### src/rtl/keypad_pkg.sv
// Shared types and constants for the 4x4 keypad scanner: state and frame-class
// encodings, the blank code and the row/column to key-code map.
package keypad_pkg;

  localparam logic [4:0] KEY_NONE = 5'h10;

  typedef enum logic [1:0] {
    StIdle,
    StPressChk,
    StPressed,
    StRelChk
  } state_e;

  typedef enum logic [1:0] {
    FrameNone,
    FrameSingle,
    FrameMulti
  } frame_class_e;

  // Codes match the 7-segment digit decoder input (0x0-0xF hex digits).
  function automatic logic [4:0] key_map(input logic [1:0] row, input logic [1:0] col);
    logic [4:0] code;
    unique case ({row, col})
      4'b00_00: code = 5'h1;
      4'b00_01: code = 5'h2;
      4'b00_10: code = 5'h3;
      4'b00_11: code = 5'hA;
      4'b01_00: code = 5'h4;
      4'b01_01: code = 5'h5;
      4'b01_10: code = 5'h6;
      4'b01_11: code = 5'hB;
      4'b10_00: code = 5'h7;
      4'b10_01: code = 5'h8;
      4'b10_10: code = 5'h9;
      4'b10_11: code = 5'hC;
      4'b11_00: code = 5'hE;
      4'b11_01: code = 5'h0;
      4'b11_10: code = 5'hF;
      4'b11_11: code = 5'hD;
    endcase
    return code;
  endfunction

endpackage

### src/rtl/keypad_debounce_fsm.sv
// Frame-level debounce: accepts a single key after DEBOUNCE_SCANS identical frames
// and releases it after DEBOUNCE_SCANS empty frames. No rollover while held.
module keypad_debounce_fsm
  import keypad_pkg::*;
#(
  parameter int unsigned DEBOUNCE_SCANS = 4
) (
  input  logic         clk,
  input  logic         rst,
  input  logic         frame_i,
  input  frame_class_e frame_class_i,
  input  logic [4:0]   frame_code_i,
  output logic [4:0]   key_code_o,
  output logic         key_valid_o,
  output logic         key_down_o
);

  localparam int unsigned CntW = $clog2(DEBOUNCE_SCANS + 1);
  localparam logic [CntW-1:0] CntMax = CntW'(DEBOUNCE_SCANS);
  localparam bit OneScan = (DEBOUNCE_SCANS == 1);

  state_e          state_q, state_d;
  logic [CntW-1:0] cnt_q, cnt_d, cnt_inc;
  logic [4:0]      cand_q, cand_d;
  logic [4:0]      key_code_q, key_code_d;
  logic            key_valid_q, key_valid_d;

  always_ff @(posedge clk) begin
    if (rst) begin
      state_q     <= StIdle;
      cnt_q       <= '0;
      cand_q      <= KEY_NONE;
      key_code_q  <= KEY_NONE;
      key_valid_q <= 1'b0;
    end else begin
      state_q     <= state_d;
      cnt_q       <= cnt_d;
      cand_q      <= cand_d;
      key_code_q  <= key_code_d;
      key_valid_q <= key_valid_d;
    end
  end

  always_comb begin
    state_d     = state_q;
    cnt_d       = cnt_q;
    cand_d      = cand_q;
    key_code_d  = key_code_q;
    key_valid_d = 1'b0;
    cnt_inc     = (cnt_q >= CntMax) ? cnt_q : cnt_q + 1'b1;
    if (frame_i) begin
      unique case (state_q)
        StIdle: begin
          if (frame_class_i == FrameSingle) begin
            cand_d = frame_code_i;
            cnt_d  = CntW'(1);
            if (OneScan) begin
              key_code_d  = frame_code_i;
              key_valid_d = 1'b1;
              state_d     = StPressed;
            end else begin
              state_d = StPressChk;
            end
          end
        end
        StPressChk: begin
          if (frame_class_i != FrameSingle) begin
            state_d = StIdle;
          end else if (frame_code_i == cand_q) begin
            cnt_d = cnt_inc;
            if (cnt_inc >= CntMax) begin
              key_code_d  = cand_q;
              key_valid_d = 1'b1;
              state_d     = StPressed;
            end
          end else begin
            cand_d = frame_code_i;
            cnt_d  = CntW'(1);
          end
        end
        StPressed: begin
          if (frame_class_i == FrameNone) begin
            cnt_d   = CntW'(1);
            state_d = OneScan ? StIdle : StRelChk;
          end
        end
        StRelChk: begin
          if (frame_class_i == FrameNone) begin
            cnt_d = cnt_inc;
            if (cnt_inc >= CntMax) state_d = StIdle;
          end else begin
            state_d = StPressed;
          end
        end
        default: state_d = StIdle;
      endcase
    end
  end

  always_comb begin
    key_code_o  = key_code_q;
    key_valid_o = key_valid_q;
    key_down_o  = (state_q == StPressed) || (state_q == StRelChk);
  end

endmodule

### src/rtl/keypad_scanner.sv
// 4x4 active-low keypad scanner: column drive, row synchroniser, frame collector
// and debounce FSM producing display-ready key codes.
module keypad_scanner
  import keypad_pkg::*;
#(
  parameter int unsigned SCAN_DIV       = 50000,
  parameter int unsigned DEBOUNCE_SCANS = 4
) (
  input  logic       clk,
  input  logic       rst,
  input  logic [3:0] row_in,
  output logic [3:0] col_out,
  output logic [4:0] key_code,
  output logic       key_valid,
  output logic       key_down
);

  localparam int unsigned DivW = $clog2(SCAN_DIV);

  logic [DivW-1:0] div_cnt_q;
  logic [1:0]      col_idx_q;
  logic [3:0]      sync1_q, sync2_q;
  logic [1:0]      hits_q, frame_hits;
  logic [4:0]      code_q, frame_code;
  logic [2:0]      col_lows, hit_sum;
  logic [1:0]      low_row;
  logic            sample, frame_end;
  frame_class_e    frame_class;

  assign sample    = (div_cnt_q == DivW'(SCAN_DIV - 1));
  assign frame_end = sample && (col_idx_q == 2'd3);
  assign col_out   = ~(4'b0001 << col_idx_q);

  always_ff @(posedge clk) begin
    if (rst) begin
      sync1_q <= 4'b1111;
      sync2_q <= 4'b1111;
    end else begin
      sync1_q <= row_in;
      sync2_q <= sync1_q;
    end
  end

  always_ff @(posedge clk) begin
    if (rst) begin
      div_cnt_q <= '0;
      col_idx_q <= '0;
    end else if (sample) begin
      div_cnt_q <= '0;
      col_idx_q <= col_idx_q + 2'd1;
    end else begin
      div_cnt_q <= div_cnt_q + 1'b1;
    end
  end

  // Merge this column's sample with the running frame so the column-3 sample
  // is classified on the same edge that ends the frame.
  always_comb begin
    col_lows = '0;
    low_row  = '0;
    for (int r = 0; r < 4; r++) begin
      if (!sync2_q[r]) begin
        col_lows = col_lows + 3'd1;
        low_row  = 2'(r);
      end
    end
    hit_sum    = {1'b0, hits_q} + col_lows;
    frame_hits = (hit_sum >= 3'd2) ? 2'd2 : hit_sum[1:0];
    frame_code = (hits_q == 2'd0) ? key_map(low_row, col_idx_q) : code_q;
    unique case (frame_hits)
      2'd0:    frame_class = FrameNone;
      2'd1:    frame_class = FrameSingle;
      default: frame_class = FrameMulti;
    endcase
  end

  always_ff @(posedge clk) begin
    if (rst) begin
      hits_q <= '0;
      code_q <= KEY_NONE;
    end else if (sample) begin
      hits_q <= frame_end ? 2'd0 : frame_hits;
      code_q <= frame_code;
    end
  end

  keypad_debounce_fsm #(
    .DEBOUNCE_SCANS(DEBOUNCE_SCANS)
  ) u_debounce (
    .clk          (clk),
    .rst          (rst),
    .frame_i      (frame_end),
    .frame_class_i(frame_class),
    .frame_code_i (frame_code),
    .key_code_o   (key_code),
    .key_valid_o  (key_valid),
    .key_down_o   (key_down)
  );

endmodule
### config.mk
export PLATFORM = sky130hd
export DESIGN_NAME = keypad_scanner
export DESIGN_NICKNAME = d
export VERILOG_FILES = /design/src/rtl/keypad_pkg.sv /design/src/rtl/keypad_debounce_fsm.sv /design/src/rtl/keypad_scanner.sv
export SDC_FILE = /design/constraint.sdc
export NUM_CORES = 1
export LEC_CHECK = 0
export CAP_MARGIN = 20
export CORE_MARGIN = 1.5
export CORE_UTILIZATION = 50
export DETAILED_ROUTE_END_ITERATION = 16
export PLACE_DENSITY_LB_ADDON = 0.08
export SYNTH_ARGS = -nofsm -noshare
export SYNTH_HDL_FRONTEND = slang
export SYNTH_SLANG_ARGS = --single-unit
### constraint.sdc
create_clock -name clk -period 4.52 [get_ports clk]
set_clock_uncertainty 0.15 [all_clocks]
set_input_delay 0.904 -clock clk [delete_from_list [all_inputs] [get_ports clk]]
set_output_delay 0.904 -clock clk [all_outputs]
set_load 0.02 [all_outputs]
==> impl_metrics.py, run 1 <==
metrics = {
    "cts": {
        "hold_buffers": 0,
        "cts_root_buffer": "clkbuf_8",
        "cts_max_level": 2,
        "cts_buffers": 5,
        "ctsLongestPathBuffers": 2,
        "cts_resized": 0,
        "clk_latency_ns": 0.29,
        "cts_tree": "done",
        "path_clk_slew_ns": 0.09,
        "clock_sinks": 49,
        "post-cts-setup-buffers": 0,
    },
    "finish": {
        "fin_nets": 330,
        "post-route-util_pct": 57.6,
        "nFillCells": 492,
        "drive_above_1_share_pct": 12.2,
        "antenna_cells": 0,
        "areaGrowthSynthToFinish_pct": 11.4,
    },
    "critical_path": {
        "cpMaxStageDelayCell": "dfxtp_1",
        "critPathKind": "reg2reg",
        "cp.arrival_ns": 3.86,
        "required_ns": 4.56,
        "crit_start": "sync2_q[1]",
        "r2r_slack_ns": 0.70,
        "endpoint": "u_debounce.key_code_o[4]",
        "r2r_cells": 12,
        "cp_slowest_stage_delay_ns": 0.42,
        "startpoint_type": "flop",
        "path_cells": "inv_1, ha_1, xnor2_1, ha_1, mux2_2, fa_1, xnor3_1, nor2b_1, nand4_1, nor2_1, nand2_4, mux2i_1",
        "path_max_fanout": 8,
        "worstReg2RegEnd": "u_debounce.key_code_o[4]",
        "worstSetupEndpointType": "flop",
        "reg2reg_from": "sync2_q[1]",
        "crit_top_cell": "ha_1",
    },
    "timing": {
        "slew_violations": 0,
        "rsz0062_at_grt": "false",
        "tns_ns": 0,
        "setup_viol": 0,
        "fmax_mhz": 262,
        "worstMarginPinSlew_ns": 0.776,
        "layout_setup_ws_ns": 0.699,
        "hold_viol": 0,
        "finalCritPeriodShare_pct": 84.5,
        "slew-limit-headroom_pct": 47.9,
        "period_needed_ns": 3.82,
    },
    "global_route": {
        "grt_usage_pct": 19.0,
        "grt_pass1_wl_mm": 8.31,
        "antenna_found_initial": 0,
        "grt-ovfl-total": 0,
        "grt_pass1_vias": 1835,
        "grt_max_degree": 30,
    },
    "yosys": {
        "postSynthAreaPerCell_um2": 8.81,
        "netlist_top_cells_area": "dfxtp_1, ha_1, nor2_1, nand2_1, mux2i_1",
        "yosysWarnings": 0,
        "yosys.area.top_type": "dfxtp_1",
        "synth_area_mm2": 0.00264,
        "synth-edff-count": 0,
        "ys_seq_area_share_pct": 37.1,
        "synth_ff_type": "dfxtp_1",
        "syn_nets": 320,
        "async_flop_share_pct": 0,
        "ys_seq_elements": 49,
        "synth.most_common_cell": "dfxtp_1",
        "synth_top_cell_area_share_pct": 37.1,
        "ys_top_cells_by_count": "dfxtp_1, nor2_1, nand2_1, a21oi_1, inv_1",
        "yosysUniqueCellTypes": 53,
        "netlist_instances": 300,
    },
    "placement": {
        "dp_hpwl_mm": 3.58,
        "pre_cts_slack_ns": 0.696,
        "gp_congestion": 0.792,
        "io_buffers": 16,
    },
    "die": {
        "start_util_pct": 51.7,
        "dieWidth_um": 75.7,
        "row_count": 26,
        "die_area_mm2": 0.00573,
        "die_y_um": 75.7,
        "core_area_mm2": 0.00511,
        "ioPinCount": 17,
    },
    "routing": {
        "drc": 0,
        "firstDrtPassIters": 6,
        "routed_wl_mm": 4.97,
        "vias": 2000,
        "drt-initial-drc-count": 65,
        "avgRoutedWirePerCell_um": 13.0,
        "ant_nets": 0,
        "viasPerCell": 5.25,
    },
    "power_and_ir_drop": {
        "vdd_drop_max_uv": 173,
        "p_leak_nw": 1.16,
        "powerDensity_mw_per_mm2": 276,
    },
    "min_path": {
        "hold_class": "reg2reg",
    },
    "run_status": {
        "status": "complete, no violations",
    },
    "run": {
        "cap_viol_max_count": 0,
    },
}
[how the worst min path moves through the flow]
stage,startpoint,endpoint,slack (ns),depth (start not counted)
after floorplan,sync1_q[0],sync2_q[0],0.24,1
after global placement,sync1_q[0],sync2_q[0],0.24,1
after detailed placement,sync1_q[0],sync2_q[0],0.24,1
after CTS,sync1_q[0],sync2_q[0],0.27,1
after global routing,sync1_q[1],sync2_q[1],0.27,1
final,sync1_q[1],sync2_q[1],0.26,1
[layer usage]
metal | up-vias | global-route usage [%] | wire, um
met3 | 2 | 3.57 | 111
li1 | 1041 | - | -
met5 | - | 0 | 0
met1 | 946 | 24.2 | 2400
met2 | 11 | 33.0 | 2420
met4 | 0 | 4.76 | 40
[sequential cells by signal, indices dropped and copies added (netlist names)]
register and cells:
hits_q 2, u_debounce.state_q 2, u_debounce.cnt_q 3, sync2_q 4, u_debounce.cand_q 5, code_q 5, col_idx_q 2, div_cnt_q 16
sync1_q 4, u_debounce.key_code_o 5, u_debounce.key_valid_o 1
[power breakdown]
part | switching [W] | total, W | leakage, nW | internal (W)
Combinational | 0.0000289 | 0.0000497 | 0.701 | 0.0000208
Clock | 0.000142 | 0.000322 | 0.0574 | 0.000180
Sequential | 0.00000482 | 0.000442 | 0.397 | 0.000437
Total | 0.000176 | 0.000813 | 1.16 | 0.000638
[cell usage in the layout, fill, tap and decap left out, types with 3 or more instances in the layout]
cell / instances
inv_1: 15
clkbuf_8: 6
nand4_1: 7
nand2_1: 33
or3_1: 5
xor2_1: 10
a21oi_2: 3
xnor2_1: 10
ha_1: 13
o21ai_0: 10
and3_1: 5
nor2_1: 34
clkdlybuf4s50_1: 16
nand3b_1: 3
o31ai_1: 4
dfxtp_1: 49
or2_2: 8
mux2i_1: 10
nand3_1: 8
a21oi_1: 15
nor3_1: 3
[metrics by stage]
stage	std cells	power, W	area, um2	hold slack [ns]
finish	381	0.000813	2940	0.262
global route	381	0.000847	2940	0.275
CTS	381	0.000826	2940	0.266
detailed placement	373	0.000502	2820	0.244
global placement	373	0.000501	2820	0.243
floorplan	300	0.000490	2640	0.239
[area by class of cell]
type                       count  area, um2  area share, %
tap                           70       87.6           2.98
sequential                    49        981           33.3
clock buffer                   6       82.6           2.81
multi-input combinational    222       1530           52.0
clock inverter                 2       37.5           1.28
timing repair buffer          17        168           5.70
inverter                      15       56.3           1.91
[logic make-up after synthesis]
logic type	synth area share [%]
buffers and inverters	4.97
DFF	37.1
AOI/OAI and AO/OA	12.0
adders and majority gates	6.91
muxes	4.21
and+or+nand+nor	27.3
xor gates and xnor gates	7.48
[worst max-delay path, delay by kind of cell, from the launching register on]
kind | cells | cell delay, ns
adder cells (fa/ha/maj) | 3 | 0.96
XOR/XNOR | 2 | 0.59
buffers and inverters | 1 | 0.08
AND/OR/NAND/NOR | 4 | 1.06
flip-flops | 1 | 0.42
multiplexers | 2 | 0.43
No activity file was read; power rests on OpenSTA's default activity.
==> run 2: changes to the inputs <==
- clock period: 4.52 -> 3.6 ns (I/O delays scaled with it)
==> run 2 against run 1 <==
Sequential share of layout area shrank 0.23 points. Die area stayed put. Register-to-register slack worse by 0.51 ns. Clock power down 2%. Final cell count is 1.0% higher. Clock-buffer cell count increased by 1.
==> impl_metrics.py, run 2 (same netlist as run 1, synthesis figures left out) <==
metrics = {
    "run_status": {
        "status": "complete, no violations",
    },
    "routing": {
        "vias": 2025,
        "firstDrtPassIters": 4,
        "drt-initial-drc-count": 84,
        "routed_wl_mm": 5.07,
        "ant_nets": 0,
        "avgRoutedWirePerCell_um": 13.2,
        "viasPerCell": 5.26,
        "drc": 0,
    },
    "critical_path": {
        "required_ns": 3.68,
        "startpoint_type": "flop",
        "cp_slowest_stage_delay_ns": 0.38,
        "path_max_fanout": 7,
        "path_cells": "inv_1, ha_1, xnor2_2, ha_1, mux2_2, fa_1, xnor3_1, nor2b_1, buf_4, nand3_4, o31ai_2, o21ai_0, a21oi_1",
        "crit_buf_inv": 2,
        "worstSetupEndpointType": "flop",
        "crit_top_cell": "ha_1",
        "cp.arrival_ns": 3.49,
        "cpMaxStageDelayCell": "fa_1",
        "cp.depth": 13,
        "critPathKind": "reg2reg",
        "cpLargestDelayFamily": "adder cells",
        "r2r_cells": 13,
    },
    "die": {
        "dieWidth_um": 75.7,
        "die_area_mm2": 0.00573,
        "ioPinCount": 17,
        "die_y_um": 75.7,
        "core_area_mm2": 0.00511,
        "row_count": 26,
        "start_util_pct": 51.7,
    },
    "timing": {
        "finalCritPeriodShare_pct": 94.7,
        "slew-limit-headroom_pct": 68.8,
        "worstMarginPinSlew_ns": 0.467,
        "slew_violations": 0,
        "hold_viol": 0,
        "fmax_mhz": 293,
        "setup_viol": 0,
        "period_needed_ns": 3.41,
        "whs_ns": 0.262,
    },
    "min_path": {
        "hold_class": "reg2reg",
        "min_path_cells": 1,
    },
    "placement": {
        "dpl.cell_count": 377,
        "gp_congestion": 0.856,
        "dp_hpwl_mm": 3.73,
        "io_buffers": 16,
    },
    "finish": {
        "layout.cells.non_filler": 385,
        "final_cell_mix": "dfxtp_1, nor2_1, nand2_1",
        "fin_nets": 334,
        "drive_above_1_share_pct": 13.3,
        "antenna_cells": 0,
        "nFillCells": 506,
        "areaGrowthSynthToFinish_pct": 12.1,
        "multi_input_comb_area_mm2": 0.00156,
        "largest_register": "div_cnt_q",
        "largest_reg_flops": 16,
        "regArea_um2": 981,
        "final_common_cell": "dfxtp_1",
    },
    "cts": {
        "cts_max_level": 2,
        "clk_latency_ns": 0.30,
        "ctsLongestPathBuffers": 2,
        "clock_sinks": 49,
        "post-cts-setup-buffers": 0,
        "cts_tree": "done",
        "hold_buffers": 0,
        "path_clk_slew_ns": 0.08,
        "cts_buffers": 5,
        "cts_root_buffer": "clkbuf_8",
        "cts_resized": 0,
    },
    "power_and_ir_drop": {
        "power_w": 0.000935,
        "p_leak_nw": 1.18,
        "vdd_drop_max_uv": 203,
        "powerDensity_mw_per_mm2": 316,
    },
    "global_route": {
        "grt_usage_pct": 19.6,
        "grt_pass1_wl_mm": 8.51,
        "grt-ovfl-total": 0,
        "antenna_found_initial": 0,
        "grt_max_degree": 29,
        "grt_pass1_vias": 1878,
    },
    "run": {
        "cap_viol_max_count": 0,
    },
}
## run 2: changes by cell type in the layout (fill, tap and decap cells not counted), sizes merged
cell | before | now
buf | 1 | 5
bufinv | 1 | 0
clkbuf | 6 | 7
## run 2: worst register-to-register path: cells and delay by family, from the launching register on
kind,cells,cell delay [ns]
AO/OA/AOI/OAI,3,0.53
XOR/XNOR,2,0.51
adder cells (fa/ha/maj),3,1.01
buffers and inverters,2,0.23
flip-flops,1,0.34
multiplexers,1,0.27
AND/OR/NAND/NOR,2,0.29
## run 2: final timing paths
path	slack [ns]	to	startpoint
worst min-delay path	0.26	sync2_q[0]	sync1_q[0]
worst min register to register	0.26	sync2_q[0]	sync1_q[0]
worst max register to register	0.19	u_debounce.cnt_q[1]	sync2_q[0]
worst max-delay path	0.19	u_debounce.cnt_q[1]	sync2_q[0]
## run 2: per-stage QoR
stage                     instance area, um2  setup slack, ns  util (%)  setup TNS (ns)
after floorplan                         2640           0.0688         -               0
after global placement                  2850            0.287      55.9               0
after detailed placement                2850            0.181      55.9               0
after CTS                               2940            0.170      57.5               0
after global routing                    2960          -0.0152      58.0         -0.0152
final                                   2960            0.190      58.0               0
## run 2: routing by layer
metal  vias up  track usage (%)  wire length [um]
li1       1055                -                 -
met1       941             23.4              2380
met2        21             34.8              2500
met3         8             4.37               124
met4         0             6.55                70
met5         -                0                 0
## run 2: layout make-up
type,instances,share of cell area [%]
Clock buffer,7,2.58
Clock inverter,1,0.253
Inverter,15,1.90
Multi-Input combinational cell,222,52.5
Sequential cell,49,33.1
Tap cell,70,2.96
Timing Repair Buffer,21,6.67
## run 2: power breakdown
| group | switching, W | internal (W) | total [W] |
|---|---|---|---|
| Combinational | 0.0000382 | 0.0000290 | 0.0000671 |
| Clock | 0.000176 | 0.000138 | 0.000314 |
| Sequential | 0.00000586 | 0.000548 | 0.000554 |
==> run 3: changes to the inputs <==
- CORE_UTILIZATION: 50 -> 40
==> run 3 against run 2 <==
Critical path depth stayed put. Combinational power up 3.1%. Clock-buffer cell count down 2.
==> impl_metrics.py, run 3 (same netlist as run 1, synthesis figures left out) <==
metrics = {
    "timing": {
        "finalCritPeriodShare_pct": 93.9,
        "slew_violations": 0,
        "setup_viol": 0,
        "period_needed_ns": 3.38,
        "layout_setup_ws_ns": 0.218,
        "worstMarginPinSlew_ns": 0.486,
        "slew-limit-headroom_pct": 67.5,
        "fmax_mhz": 296,
        "tns_ns": 0,
        "rsz0062_at_grt": "false",
        "hold_viol": 0,
    },
    "routing": {
        "vias": 2031,
        "ant_nets": 0,
        "viasPerCell": 5.19,
        "drt-initial-drc-count": 107,
        "firstDrtPassIters": 4,
        "drc": 0,
        "avgRoutedWirePerCell_um": 13.2,
        "routed_wl_mm": 5.16,
    },
    "cts": {
        "path_clk_slew_ns": 0.09,
        "cts_buffers": 5,
        "ctsLongestPathBuffers": 2,
        "post-cts-setup-buffers": 0,
        "cts_root_buffer": "clkbuf_8",
        "cts_tree": "done",
        "clk_latency_ns": 0.30,
        "clock_sinks": 49,
        "hold_buffers": 0,
        "cts_max_level": 2,
    },
    "placement": {
        "gp_congestion": 0.766,
        "pre_cts_slack_ns": 0.0551,
        "io_buffers": 16,
        "dpl.cell_count": 384,
        "dp_hpwl_mm": 3.69,
    },
    "die": {
        "dieWidth_um": 84.3,
        "ioPinCount": 17,
        "row_count": 29,
        "core_area_mm2": 0.00635,
        "start_util_pct": 41.6,
        "die_area_mm2": 0.00710,
        "die_y_um": 84.3,
    },
    "critical_path": {
        "r2r_slack_ns": 0.22,
        "cp.arrival_ns": 3.42,
        "crit_top_cell": "ha_1",
        "required_ns": 3.64,
        "startpoint_type": "flop",
        "critPathKind": "reg2reg",
        "cpMaxStageDelayCell": "fa_1",
        "worstSetupEndpointType": "flop",
        "path_cells": "inv_1, ha_1, xnor2_2, ha_1, mux2_2, fa_1, xnor3_1, nor2b_4, buf_4, nand3_4, nor3b_4, a21bo_2, a21oi_1",
        "path_max_fanout": 5,
        "cp_slowest_stage_delay_ns": 0.39,
    },
    "power_and_ir_drop": {
        "power_frac_seq_pct": 54.9,
        "vdd_drop_max_uv": 180,
        "power.switching_w": 0.000229,
        "intPower_w": 0.000780,
        "powerDensity_mw_per_mm2": 337,
        "power_frac_comb_pct": 6.9,
        "p_sw_share_pct": 22.7,
        "p_leak_nw": 1.20,
        "power_w": 0.00101,
        "p_clk_share_pct": 38.2,
    },
    "finish": {
        "nFillCells": 609,
        "antenna_cells": 0,
        "areaGrowthSynthToFinish_pct": 13.5,
        "largest_register": "div_cnt_q",
        "regArea_um2": 981,
        "layout.cells.non_filler": 391,
        "drive_above_1_share_pct": 14.0,
        "final_common_cell": "dfxtp_1",
        "multi_input_comb_area_mm2": 0.00156,
        "final_cell_mix": "dfxtp_1, nor2_1, nand2_1",
        "fin_nets": 334,
        "largest_reg_flops": 16,
    },
    "min_path": {
        "hold_class": "reg2reg",
    },
    "run_status": {
        "status": "complete, no violations",
    },
    "global_route": {
        "grt_usage_pct": 15.5,
        "grt_max_degree": 29,
        "antenna_found_initial": 0,
        "grt-ovfl-total": 0,
        "grt_pass1_wl_mm": 9.11,
        "grt_pass1_vias": 1999,
    },
    "run": {
        "cap_viol_max_count": 0,
    },
}
==> run 3: cell count changes in the layout (fill, tap and decap cells not counted) <==
cell        before  now
nor2b_4          1    2
bufinv_16        0    1
clkinv_2         0    1
o311ai_0         1    0
clkinvlp_4       1    0
nor2b_1          2    1
clkbuf_1         2    0
o311ai_1         1    2
==> run 3: worst paths after layout <==
check | from | to | cells past startpoint
min | sync1_q[2] | sync2_q[2] | 1
max reg2reg | sync2_q[0] | u_debounce.key_code_o[1] | 13
min reg2reg | sync1_q[2] | sync2_q[2] | 1
max | sync2_q[0] | u_debounce.key_code_o[1] | 13
==> run 3: area by class of cell <==
class / count / area share [%]
clock buffer: 5 / 2.29
timing repair buffer: 21 / 6.59
clock inverter: 2 / 1.17
inverter: 15 / 1.88
multi-input combinational: 222 / 52.1
tap: 77 / 3.21
sequential: 49 / 32.7
==> run 3: timing repair <==
action | 4_1_cts | 5_1_grt
endpoints found under the setup margin | 0 | 13
gates resized for setup | 0 | 7
hold endpoints to repair | 0 | 0
==> run 3: per-layer routing <==
metal	track usage (%)	part of all wire (%)	routed length, um
met5	0	0	0
met4	4.92	1.1	58
met3	2.85	2.8	146
met2	27.0	48	2450
met1	19.5	48	2500
==> run 3: power groups by stage <==
stage / clock, W / combinational, W / sequential, W
5_1_grt: 0.000416 / 0.0000773 / 0.000556
4_1_cts: 0.000399 / 0.0000669 / 0.000554
3_3_place_gp: 0 / 0.0000663 / 0.000567
6_report: 0.000386 / 0.0000692 / 0.000554
3_5_place_dp: 0 / 0.0000663 / 0.000567
2_1_floorplan: 0 / 0.0000503 / 0.000564
==> run 3: worst max-delay path, delay by kind of cell, from the launching register on <==
kind	cells	cell delay (ns)
adder cells (fa/ha/maj)	3	1.02
XOR/XNOR	2	0.54
AND/OR/NAND/NOR	3	0.53
flip-flops	1	0.35
multiplexers	1	0.28
buffers and inverters	2	0.21
AO/OA/AOI/OAI	2	0.20
==> run 3: stage by stage <==
stage / utilization, % / area [um2] / hold slack, ns
finish: 47.2 / 3000 / 0.258
CTS: 46.7 / 2970 / 0.265
floorplan: - / 2640 / 0.239
global route: 47.2 / 3000 / 0.282
global placement: 45.1 / 2860 / 0.244
detailed placement: 45.1 / 2860 / 0.245
